--- src/rtl/keypad_scanner.sv ---
// keypad_scanner
// Scans a 4x4 active-low matrix keypad one column at a time, classifies each full
// scan as no key, one key or several keys, debounces the classification over
// consecutive scans and emits a single num_valid pulse per accepted press.

module keypad_scanner #(
  parameter int SCAN_DIV       = 100000,
  parameter int DEBOUNCE_SCANS = 4
) (
  input  logic       clk,
  input  logic       rst_n,
  input  logic [3:0] row,
  output logic [3:0] col,
  output logic [3:0] num,
  output logic       num_valid,
  output logic       key_held
);

  localparam int SLOT_W = (SCAN_DIV > 1) ? $clog2(SCAN_DIV) : 1;
  localparam logic [SLOT_W-1:0] SLOT_LAST  = SLOT_W'(SCAN_DIV - 1);
  localparam logic [3:0]        STABLE_CNT = 4'(DEBOUNCE_SCANS);

  // Key codes indexed by image bit position {column, row}.
  localparam logic [3:0] KEYMAP [16] = '{
    4'd1,  4'd4,  4'd7,  4'd14,
    4'd2,  4'd5,  4'd8,  4'd0,
    4'd3,  4'd6,  4'd9,  4'd15,
    4'd10, 4'd11, 4'd12, 4'd13
  };

  typedef enum logic [1:0] {
    CLS_NONE,
    CLS_KEY,
    CLS_MULTI
  } cls_kind_t;

  typedef enum logic {
    ST_IDLE,
    ST_PRESSED
  } state_t;

  logic [3:0]        row_meta;
  logic [3:0]        row_s;
  logic [SLOT_W-1:0] slot_cnt;
  logic [1:0]        col_idx;
  logic              slot_end;
  logic              scan_end;
  logic [15:0]       image;
  logic [15:0]       image_full;

  logic [4:0]        bit_cnt;
  logic [3:0]        hit_idx;
  cls_kind_t         cur_kind;
  logic [3:0]        cur_code;

  cls_kind_t         cand_kind;
  logic [3:0]        cand_code;
  logic [3:0]        deb_cnt;
  logic              scan_done;
  logic              stable;

  state_t            state_q;
  state_t            state_d;
  logic [3:0]        num_d;
  logic              num_valid_d;
  logic              key_held_d;

  // Two-flop synchronizer for the asynchronous row inputs; idle rows read high.
  always_ff @(posedge clk or negedge rst_n) begin
    if (!rst_n) begin
      row_meta <= 4'hF;
      row_s    <= 4'hF;
    end else begin
      row_meta <= row;
      row_s    <= row_meta;
    end
  end

  assign slot_end = (slot_cnt == SLOT_LAST);
  assign scan_end = slot_end && (col_idx == 2'd3);

  // Slot timer and active column index; the column advances at the end of each slot.
  always_ff @(posedge clk or negedge rst_n) begin
    if (!rst_n) begin
      slot_cnt <= '0;
      col_idx  <= 2'd0;
    end else if (slot_end) begin
      slot_cnt <= '0;
      col_idx  <= col_idx + 2'd1;
    end else begin
      slot_cnt <= slot_cnt + SLOT_W'(1);
    end
  end

  assign col = ~(4'b0001 << col_idx);

  // Capture the pressed-row nibble of the active column at the last cycle of its slot.
  always_ff @(posedge clk or negedge rst_n) begin
    if (!rst_n) begin
      image <= '0;
    end else if (slot_end) begin
      image[{col_idx, 2'b00} +: 4] <= ~row_s;
    end
  end

  // Complete scan image: columns 0..2 from storage, column 3 from the live sample.
  always_comb begin
    image_full        = image;
    image_full[15:12] = ~row_s;
  end

  // Classify the completed scan by how many keys it shows.
  always_comb begin
    bit_cnt = '0;
    hit_idx = '0;
    for (int i = 0; i < 16; i++) begin
      if (image_full[i]) begin
        bit_cnt = bit_cnt + 5'd1;
        hit_idx = 4'(i);
      end
    end
    cur_kind = CLS_NONE;
    cur_code = 4'd0;
    if (bit_cnt == 5'd1) begin
      cur_kind = CLS_KEY;
      cur_code = KEYMAP[hit_idx];
    end else if (bit_cnt > 5'd1) begin
      cur_kind = CLS_MULTI;
    end
  end

  // Count consecutive identical scans, saturating so a held state cannot retrigger.
  always_ff @(posedge clk or negedge rst_n) begin
    if (!rst_n) begin
      cand_kind <= CLS_NONE;
      cand_code <= 4'd0;
      deb_cnt   <= 4'd0;
      scan_done <= 1'b0;
    end else begin
      scan_done <= scan_end;
      if (scan_end) begin
        if ((cur_kind == cand_kind) && (cur_code == cand_code)) begin
          if (deb_cnt < STABLE_CNT) begin
            deb_cnt <= deb_cnt + 4'd1;
          end
        end else begin
          deb_cnt   <= 4'd1;
          cand_kind <= cur_kind;
          cand_code <= cur_code;
        end
      end
    end
  end

  assign stable = (deb_cnt == STABLE_CNT);

  // Press/release state register.
  always_ff @(posedge clk or negedge rst_n) begin
    if (!rst_n) begin
      state_q <= ST_IDLE;
    end else begin
      state_q <= state_d;
    end
  end

  // Accept a stable single key from IDLE; only a stable empty scan releases it.
  always_comb begin
    state_d     = state_q;
    num_d       = num;
    num_valid_d = 1'b0;
    key_held_d  = key_held;
    if (scan_done && stable) begin
      case (state_q)
        ST_IDLE: begin
          if (cand_kind == CLS_KEY) begin
            num_d       = cand_code;
            num_valid_d = 1'b1;
            key_held_d  = 1'b1;
            state_d     = ST_PRESSED;
          end
        end
        ST_PRESSED: begin
          if (cand_kind == CLS_NONE) begin
            key_held_d = 1'b0;
            state_d    = ST_IDLE;
          end
        end
        default: state_d = ST_IDLE;
      endcase
    end
  end

  // Registered outputs so num and num_valid change together on one edge.
  always_ff @(posedge clk or negedge rst_n) begin
    if (!rst_n) begin
      num       <= 4'd0;
      num_valid <= 1'b0;
      key_held  <= 1'b0;
    end else begin
      num       <= num_d;
      num_valid <= num_valid_d;
      key_held  <= key_held_d;
    end
  end

endmodule

--- config.mk ---
export PLATFORM = sky130hd
export DESIGN_NAME = keypad_scanner
export DESIGN_NICKNAME = d
export VERILOG_FILES = /design/src/rtl/keypad_scanner.sv
export SDC_FILE = /design/constraint.sdc
export NUM_CORES = 1
export LEC_CHECK = 0
export ABC_CLOCK_PERIOD_IN_PS = 9400
export CORE_MARGIN = 5
export CORE_UTILIZATION = 40
export CTS_CLUSTER_SIZE = 20
export DETAILED_ROUTE_END_ITERATION = 7
export PLACE_DENSITY = 0.64
export SLEW_MARGIN = 0
export SYNTH_ARGS = -nofsm -noshare
export SYNTH_HDL_FRONTEND = slang
export SYNTH_SLANG_ARGS = --single-unit
--- constraint.sdc ---
create_clock -name clk -period 9.4 [get_ports clk]
set_clock_uncertainty 0.05 [all_clocks]
set_input_delay 1.88 -clock clk [delete_from_list [all_inputs] [get_ports clk]]
set_output_delay 1.88 -clock clk [all_outputs]
set_load 0.02 [all_outputs]
# After elaboration in Yosys (flattened, before gate mapping)
# Memory sizes are Yosys's and may differ from the RTL's.
# Index checks and enable logic that the tools add are counted.
[op_classes]
add_sub_neg = 19
n_lt_le_gt_ge = 3
n_eq_ne = 10
n_shift = 3
mux = 48
bitwise = 5
reduce_logical = 8
[op_table]
columns = ["cell", "count"]
rows = [
  ["two-way mux 4 bit", 19],
  ["adder 5 x 1 -> 5 bit, second input constant", 15],
  ["two-way mux 5 bit", 15],
  ["adder 17 x 1 -> 17 bit, second input constant", 1],
  ["equality test 17 bit, second input constant", 1],
  ["two-way mux 17 bit", 1],
  ["bitwise mux 16 bit", 1],
  ["variable shift 4 x 6 -> 16 bit, first input constant", 1],
  ["variable part select 4 x 6 -> 16 bit", 1],
  ["two-way mux 1 bit", 8],
  ["NOT 4 bit", 2],
  ["negation 4 -> 6 bit", 1],
  ["AND reduction 3 bit", 2],
  ["equality test 5 x 1 -> 1 bit, second input constant", 1],
  [">= comparator 5 bit, second input constant", 1],
  ["greater-than comparator 5 x 1 -> 1 bit, second input constant", 1],
  ["NOT 4 -> 5 bit", 1],
  ["adder 4 x 1 -> 4 bit, second input constant", 1],
  ["equality test 4 x 3 -> 1 bit, second input constant", 1],
  ["equality test 4 bit", 1],
  ["< comparator 4 x 3 -> 1 bit, second input constant", 1],
  ["two-way mux 2 bit", 2],
  ["!= test 2 x 1 -> 1 bit, second input constant", 2],
  ["one-hot mux 1 bit (2 select lines)", 2],
  ["other kinds (10)", 14],
]
[totals]
regBits = 61
romBits = 64
out_inout_bits = 10
elab_cells = 110
mem_count = 1
[memory_table]
columns = ["memory", "depth", "width", "read_ports", "rd_clocked_by_memory_dff", "write_ports", "line_no", "source"]
rows = [
  ["(no name shown)", 16, 4, 1, 0, 0, "126", "cur_code = KEYMAP[hit_idx];"],
]

# Longest topological paths before layout
# Gate-level depths: netlist (run 1).
[depth]
depth_word = 38
mapped_depth = 47

# Worst setup path before layout (run 1)
# OpenSTA, ideal clock, no wires.
[synth_timing]
path_kind = "reg-to-reg"
from = "reg image[0]"
to = "reg cand_code[0]"
arrival_time_ps = 8726
required_ps = 9225
slack_ps = 498
stages_incl_launch_ff = 48
path_buffers = 2
synth_period_minus_slack_ps = 8902
cell_sequence = "dfrtp_1 inv_1 ha_1 buf_6 xnor2_4 inv_2 ha_1 nand3b_1 mux2_2 o211ai_2 ha_1 a2bb2oi_1 or3_1 a21oi_1 o21ba_2 ha_1 inv_1 a21oi_1 [12 not listed] inv_1 ha_1 xnor2_1 or3_1 o221ai_1 ha_1 o21bai_1 inv_1 ha_1 nor3_1 nor2_1 o32ai_1 mux2i_1 nor4_2 o22ai_1 o211a_1 buf_6 mux2_4"
[synth_between]
elab_chain_len = 38
word_cells_on_any_way = 41
[synth_lines]
columns = ["item", "line_no", "source"]
rows = [
  ["from (decl)", "48", "logic [15:0] image;"],
  ["from (signal, indexed assignment)", "102", "image[{col_idx, 2'b00} +: 4] <= ~row_s;"],
  ["two-way mux 1 bit *", "117", "if (image_full[i]) begin"],
  ["adder 5 x 1 -> 5 bit", "118", "bit_cnt = bit_cnt + 5'd1;"],
  ["two-way mux 5 bit *", "117", ""],
  ["adder 5 x 1 -> 5 bit", "118", ""],
  ["two-way mux 5 bit *", "117", ""],
  ["adder 5 x 1 -> 5 bit", "118", ""],
  ["two-way mux 5 bit *", "117", ""],
  ["adder 5 x 1 -> 5 bit", "118", ""],
  ["[22 not listed]", "-", ""],
  ["two-way mux 5 bit *", "117", ""],
  ["greater-than comparator 5 x 1 -> 1 bit", "127", "end else if (bit_cnt > 5'd1) begin"],
  ["two-way mux 2 bit", "127", ""],
  ["two-way mux 2 bit", "124", "if (bit_cnt == 5'd1) begin"],
  ["equality test 2 bit", "142", "if ((cur_kind == cand_kind) && (cur_code == cand_code)) begin"],
  ["logical AND 1 bit", "142", ""],
  ["NOT 1 bit (no line)", "-", ""],
  ["AND reduction 2 bit (no line)", "-", ""],
  ["to (signal assigned)", "149", "cand_code <= cur_code;"],
  ["to (decl)", "57", "logic [3:0] cand_code;"],
]
# Mark *: on every way between the ends. The rest lies on a longest branch, timed or not.
# A chain may end at the register's enable or synchronous reset.

# Final worst setup path (run 1)
[layout_timing]
from = "reg image[1]"
to = "reg cand_code[0]"
[layout_between]
elab_chain_len = 36
word_cells_on_any_way = 58
[layout_lines]
columns = ["item", "line_no"]
rows = [
  ["two-way mux 5 bit", "117"],
  ["adder 5 x 1 -> 5 bit", "118"],
  ["two-way mux 5 bit", "117"],
  ["adder 5 x 1 -> 5 bit", "118"],
  ["two-way mux 5 bit", "117"],
  ["adder 5 x 1 -> 5 bit", "118"],
  ["two-way mux 5 bit", "117"],
  ["adder 5 x 1 -> 5 bit", "118"],
  ["[20 not listed]", "-"],
  ["two-way mux 5 bit", "117"],
  ["greater-than comparator 5 x 1 -> 1 bit", "127"],
  ["two-way mux 2 bit", "127"],
  ["two-way mux 2 bit", "124"],
  ["equality test 2 bit", "142"],
  ["logical AND 1 bit", "142"],
  ["NOT 1 bit (no line)", "-"],
  ["AND reduction 2 bit (no line)", "-"],
]
# Parallel ways exist; a longest one is shown, timed or not. The select of a mux whose other input is x is not followed.

==> results by group, run 1 <==
Yosys
  • Post-synth EDFFs: 0
  • FF+latch count, synth: 57
  • Count leader, synth: nand2_1
  • Async SR Flop Fraction: 100%
  • Yosys warns: 0
  • Multiplexer share of the synthesized area: 5.67%
  • XOR/XNOR Fraction of Synth Area: between 10% and 20%
  • Netlist cell types: 85
  • Top cells by area, synth: dfrtp_1 24%, xnor2_1 6.4%, ha_1 6.0%, nand2_1 4.3%, dfstp_2 4.2%
  • Fraction of the mapped netlist area in adder cells: 6.16%
  • Seq/Total Area, Yosys: 28.5%
  • Syn Inst Count: ~580
  • Predominant post-synthesis flop cell: dfrtp_1
  • Avg Cell Area, Syn: 8.74 um2
  • Synth Area in Simple Gates: between 20% and 30%
  • Compound-cell area share of the yosys netlist: around 18%
  • Post-Synthesis Cell Area: 5030 um2
  • Cell taking the most area after synthesis: dfrtp_1
  • Synth cell count leaders: 58 x nand2_1, 49 x dfrtp_1, 45 x nor2_1
  • Top-area cell type share of the netlist area: 24.4%
  • Largest family of logic cells by synthesized area: simple AND/OR/NAND/NOR gates
  • Post-synthesis net count: 606

Min path
  • Hold Crit Class: flop to flop
  • Hold depth: 0

Floorplan
  • DIE WIDTH: 122 um
  • Core Region: 12500 um2
  • Die area: roughly 15000 um2
  • Row count: 41
  • # IOs: 16
  • Initial Util: between 40% and 50%
  • Die Ht: 122 um

Power and ir drop
  • Logic pwr share: slightly above 7%
  • Pint: between 0.4 and 0.5 mW
  • VDD IR max: 0.000129 V
  • Seq pwr share: 40.5%
  • Psw: 0.149 mW
  • Pwr Density: 105 nW/um2
  • Switch share: 23.9%
  • Clock Power Share: 52.3%
  • Pleak: about 2.5 nW
  • Tot Pwr: 0.624 mW

Timing
  • Worst slew margin: 39.9%
  • Hold Fails Final Rpt: 0
  • Fmax: 0.112 GHz
  • Minimum clock period: 8950 ps
  • Hold Slack: 306 ps
  • Worst Tran Pin Value: between 800 and 900 ps
  • Max Slew Vio Count: 0
  • Finish-stage setup viols: 0
  • Final critical-path share of the clock period: 95.2%

Worst setup path
  • Worst path bufs/invs: 5
  • FF-to-FF End: cand_code[0]
  • Slowest stage delay, CP: 420 ps
  • Crit path launch type: flop
  • Reg2reg setup slack: about 450 ps
  • Crit Path Class: flop to flop
  • Stages on the worst setup path: 45
  • Slowest CP cell: dfrtp_1
  • Arrival @ worst endpoint: a little over 9000 ps
  • Crit. Startpoint: image[1]
  • Critical path's top delay family: compound AO/OA/AOI/OAI gates
  • Crit path max fanout: 8
  • Worst R2R Start: image[1]
  • Worst R2R Path Depth: 45
  • CP Data Required Time: 9550 ps
  • CP endpoint: cand_code[0]
  • Critical path endpoint category: flop

Detailed routing
  • Drt wl/cell: 14.6 um
  • First-pass iteration count of the detailed router: 4
  • Via count: between 4000 and 5000
  • Drt total wl: around 11 mm
  • Post-route ant nets: 0
  • DR iter-0 viols: roughly 210
  • Via density: 5.39
  • # DRC: 0

Run status
  • Outcome: completed

Global route
  • Routing usage on met3: under 10%
  • Initial antenna violation count: 0
  • Largest net degree at the start of global routing: 58
  • Total Routing Usage GR: about 15%
  • Global route hottest layer: met2
  • Overflow after GRT: 0
  • Vias in the first global route: around 4100
  • First-pass GRT wire length: 18.9 mm
  • GR Util met1: 19.9%
  • Grt met2 use: 26.5%

Placed design
  • Detail Placement HPWL: 8.21 mm
  • I/O Buffers: 15
  • Gpl congestion: 0.836

Clock network
  • Clk_lat worst skew: 320 ps
  • Worst-path clk slew: roughly 60 ps
  • Max Root-Sink Buffers: 2
  • Clk sinks: 57
  • Post-CTS Hold Buffers: 0
  • TritonCTS clock tree: done
  • H-tree depth: 3
  • CTS buffer count: 9
  • Root Driver: clkbuf_16

Cells and area
  • Fin nets: 632
  • # diodes: 0
  • Share of cells above drive strength 1: 19.4%
  • Area Growth Syn to Fin: 17.8%
  • Final core occ: between 40 and 50%

Flow run
  • Max_cap viols: 0
[power groups by stage]
stage / registers (mW) / clock network [mW] / logic (mW)
6_report: 0.253 / 0.327 / 0.0449
5_1_grt: 0.253 / 0.348 / 0.0495
4_1_cts: 0.253 / 0.333 / 0.0399
3_5_place_dp: 0.257 / 0 / 0.0388
3_3_place_gp: 0.257 / 0 / 0.0378
2_1_floorplan: 0.253 / 0 / 0.0268
[per-layer routing]
| metal | vias up | wire length (um) |
|---|---|---|
| li1 | 2103 | - |
| met1 | 2025 | 5290 |
| met2 | 54 | 5640 |
| met3 | 16 | 271 |
| met4 | 0 | 190 |
| met5 | - | 0 |
[cell usage in the layout (no fill, tap or decap), types with 7 or more instances in the layout]
master and n:
a21o_1 7, xnor2_1 35, nor3_1 19, xnor2_2 9, a21oi_1 22, a31oi_1 10
clkbuf_16 9, nand2_1 57, o21ai_0 23, clkdlybuf4s50_1 14, nor2b_1 7, nor2_1 45
inv_1 31, buf_4 24, nand2b_1 11, nand4_1 8, xor2_1 19, dfstp_2 8
and3_1 7, mux2i_1 7, nand3_1 18, mux2_2 9, dfrtp_1 49, ha_1 19
[cell families (layout without fill, tap and decap cells)]
kind of cell,Yosys count,in the layout
mux,24,24
flops,57,57
xor+xnor,70,70
simple gates,216,216
buf+inv,60,91
fa+ha+maj,25,25
compound gates,124,124
[worst register-to-register path: cells and delay by family, from the launching register on]
family | cells | cell delay (ps)
compound gates | 14 | 2360
buf+inv | 5 | 420
fa+ha+maj | 8 | 2110
flops | 1 | 420
simple gates | 11 | 2150
xor+xnor | 4 | 550
mux | 3 | 780
[how the worst min path moves through the flow]
stage | slack [ps] | startpoint | end
2_1_floorplan | 300 | row_meta[0] | row_s[0]
3_3_place_gp | 300 | row_meta[1] | row_s[1]
3_5_place_dp | 300 | row_meta[0] | row_s[0]
4_1_cts | 310 | row_meta[3] | row_s[3]
5_1_grt | 310 | row_meta[0] | row_s[0]
6_report | 310 | row_meta[3] | row_s[3]
[metrics by stage]
step | cells | TNS [ps] | instance area, um2 | setup WS, ps
global placement | 750 | 0 | 5360 | 144
finish | 779 | 0 | 5930 | 454
detailed placement | 750 | -849 | 5360 | -194
CTS | 766 | 0 | 5690 | 74.6
global route | 779 | -382 | 5930 | -75.1
floorplan | 576 | 0 | 5030 | 498
[repair_timing]
item | CTS | global route
endpoints found under the setup margin | 7 | 10
buffers inserted | 0 | 13
resized for setup | 5 | 25
pin swaps | 0 | 18
[sequential cells by signal (all words and copies together) (netlist names), named ones only]
register / cells
num_valid: 1
deb_cnt: 4
row_s: 4
key_held: 1
image: 12
num: 4
slot_cnt: 17
scan_done: 1
cand_kind: 2
col_idx: 2
cand_code: 4
row_meta: 4
[area by class of cell]
| class | count | area, um2 |
|---|---|---|
| inverter | 36 | 135 |
| multi-input combinational | 459 | 3520 |
| sequential | 57 | 1440 |
| clock buffer | 9 | 225 |
| fill | 1180 | 6530 |
| timing repair buffer | 39 | 325 |
| tap | 172 | 215 |
| clock inverter | 7 | 78.8 |
Note: power is estimated with default switching activity, not from simulation.
==> run 2, diff against run 1 <==
--- a/config.mk
+++ b/config.mk
@@ -6,8 +6,10 @@
 export NUM_CORES = 1
 export LEC_CHECK = 0
 export ABC_CLOCK_PERIOD_IN_PS = 9400
+export CORE_ASPECT_RATIO = 0.8
 export CORE_MARGIN = 5
 export CORE_UTILIZATION = 40
+export CTS_CLUSTER_DIAMETER = 200
 export CTS_CLUSTER_SIZE = 20
 export DETAILED_ROUTE_END_ITERATION = 7
 export PLACE_DENSITY = 0.64
==> run 2 against run 1 <==
  * First-iteration DRC count is 32% higher
  * Critical path depth decreased by 3
  * Via count grew 0.57%
  * Hold slack got worse by 0.80 ps
  * Core utilization up 0.43 points
  * Critical path type unchanged
  * Highest routed layer unchanged
  * Critical endpoint unchanged
==> results by group, run 2 (synthesis gave the netlist of run 1 again) <==
Run status
  • Outcome: completed

Worst setup path
  • Crit. Startpoint: image[0]
  • Slowest stage delay, CP: 390 ps (-30 ps)
  • Crit path launch type: flop
  • Worst R2R Start: image[0]
  • Most used cell along the critical path: ha_1
  • Critical path endpoint category: flop
  • Slowest CP cell: dfrtp_1
  • Worst path bufs/invs: 4 (-1)
  • CP Data Required Time: 9550 ps (about the same)
  • Arrival @ worst endpoint: 9200 ps (+100 ps)
  • Critical path's top delay family: adder cells
  • Crit path max fanout: 7 (-1)
  • Crit Path Class: flop to flop

Timing
  • Fin Setup TNS: 0 ps (unchanged)
  • Hold Slack: 305 ps (-0.799 ps)
  • Fmax: 0.111 GHz (-1.1%)
  • Max Slew Vio Count: 0 (unchanged)
  • Hold Fails Final Rpt: 0 (unchanged)
  • Worst Tran Pin Value: 854 ps (-39.6 ps)
  • Minimum clock period: 9050 ps (+99.3 ps)
  • Finish-stage setup viols: 0 (unchanged)
  • Final critical-path share of the clock period: 96.2% (+1.1 points)
  • Worst slew margin: 42.6% (+2.7 points)

Global route
  • Overflow after GRT: 0 (unchanged)
  • First-pass GRT wire length: 19.0 mm (+0.69%)
  • Vias in the first global route: 4114 (+0.17%)
  • Total Routing Usage GR: 15.3% (+0.12 points)
  • Initial antenna violation count: 0 (unchanged)
  • Largest net degree at the start of global routing: 58 (unchanged)

Power and ir drop
  • Pwr Density: 106 nW/um2 (+0.93%)
  • Tot Pwr: 0.625 mW (about the same)
  • VDD IR max: 0.000141 V (+9.7%)
  • Pleak: 2.50 nW (about the same)

Clock network
  • H-tree depth: 3 (unchanged)
  • CTS buffer count: 9 (unchanged)
  • Post-CTS Hold Buffers: 0 (unchanged)
  • Root Driver: clkbuf_16
  • TritonCTS clock tree: done
  • Max Root-Sink Buffers: 2 (unchanged)
  • Clk sinks: 57 (unchanged)
  • Worst-path clk slew: 50 ps (about the same)
  • Clk_lat worst skew: 320 ps (about the same)

Detailed routing
  • First-pass iteration count of the detailed router: 5 (+1)
  • Drt total wl: 11.4 mm (about the same)
  • Via density: 5.43 (+0.83%)
  • # DRC: 0 (unchanged)
  • Drt wl/cell: 14.7 um (+0.35%)
  • Post-route ant nets: 0 (unchanged)
  • Via count: 4222 (+0.57%)
  • DR iter-0 viols: 276 (+32%)

Cells and area
  • Share of cells above drive strength 1: 18.6% (-0.79 points)
  • # diodes: 0 (unchanged)
  • Fin nets: 631 (-0.16%)
  • Post-route insts no fill: 777 (-0.26%)
  • Most frequent cells in the layout: 57 x nand2_1, 49 x dfrtp_1, 45 x nor2_1
  • Biggest register: slot_cnt
  • Largest register FFs: 17 (unchanged)
  • Area Growth Syn to Fin: 16.9%
  • Commonest non-fill, non-tap cell in the layout: nand2_1
  • Biggest regs: slot_cnt x17, image x12

Placed design
  • Detail Placement HPWL: 8.56 mm (+4.2%)
  • Cell count after placement: 751 (+0.13%)
  • Gpl congestion: 0.836 (about the same)
  • I/O Buffers: 15 (unchanged)

Floorplan
  • Initial Util: 41.1% (+0.71 points)
  • Core Region: 12300 um2 (-1.7%)
  • # IOs: 16 (unchanged)
  • DIE WIDTH: 135 um (+11%)
  • Die area: 14900 um2 (about the same)
  • Row count: 36 (-12%)
  • Die Ht: 110 um (-9.7%)

Min path
  • Hold Crit Class: flop to flop
  • Hold path startpoint: row_meta[2]

Flow run
  • Max_cap viols: 0 (unchanged)
[run 2: timing repair]
item	4_1_cts	5_1_grt
setup buffers	0	10
pin swaps	0	14
gates resized for setup	5	21
endpoints found under the setup margin	6	10
[run 2: metrics by stage]
stage | worst slack [ps] | cell area (um2) | utilization (%)
after floorplan | 498 | 5030 | -
after detailed placement | -175 | 5370 | 43.9
final | 354 | 5880 | 48.0
after global placement | 184 | 5370 | 43.9
after global routing | -60.8 | 5880 | 48.0
after CTS | 79.2 | 5710 | 46.6
[run 2: final timing paths]
path / end / slack (ps) / cells after the start
max: cand_code[0] / 350 / 42
min in group asynchronous: num_valid / 1640 / 2
max reg2reg: cand_code[0] / 350 / 42
min: row_s[2] / 300 / 0
max in group asynchronous: col_idx[1] / 7200 / 2
min reg2reg: row_s[2] / 300 / 0
[run 2: worst reg2reg max path, delay by kind of cell, from the launching register on]
family	cells	cell delay [ps]
muxes	7	1740
DFF	1	390
AOI/OAI and AO/OA	10	2140
adders and majority gates	8	2480
and+or+nand+nor	8	1090
buffers and inverters	4	280
xor gates and xnor gates	5	750
[run 2: layout make-up]
type | instances | area (um2)
multi-input cells | 459 | 3470
flip-flops and latches | 57 | 1440
fillers | 1161 | 6370
clock buffers | 12 | 256
inverters | 36 | 135
clock inverters | 4 | 51.3
well taps | 171 | 214
repair buffers | 38 | 318
[run 2: power breakdown]
part / internal [mW] / switching (mW) / leakage [nW] / total [mW]
Clock: 0.219 / 0.108 / 0.149 / 0.327
Combinational: 0.0187 / 0.0259 / 1.60 / 0.0446
Sequential: 0.249 / 0.00424 / 0.755 / 0.253
[run 2: per-layer routing]
layer,GRT usage (%),part of all wire (%),vias up
met2,25.2,47,94
met1,21.2,49,2022
met3,2.45,3.7,10
met4,3.88,0.46,0
li1,-,-,2096
met5,0,0,-
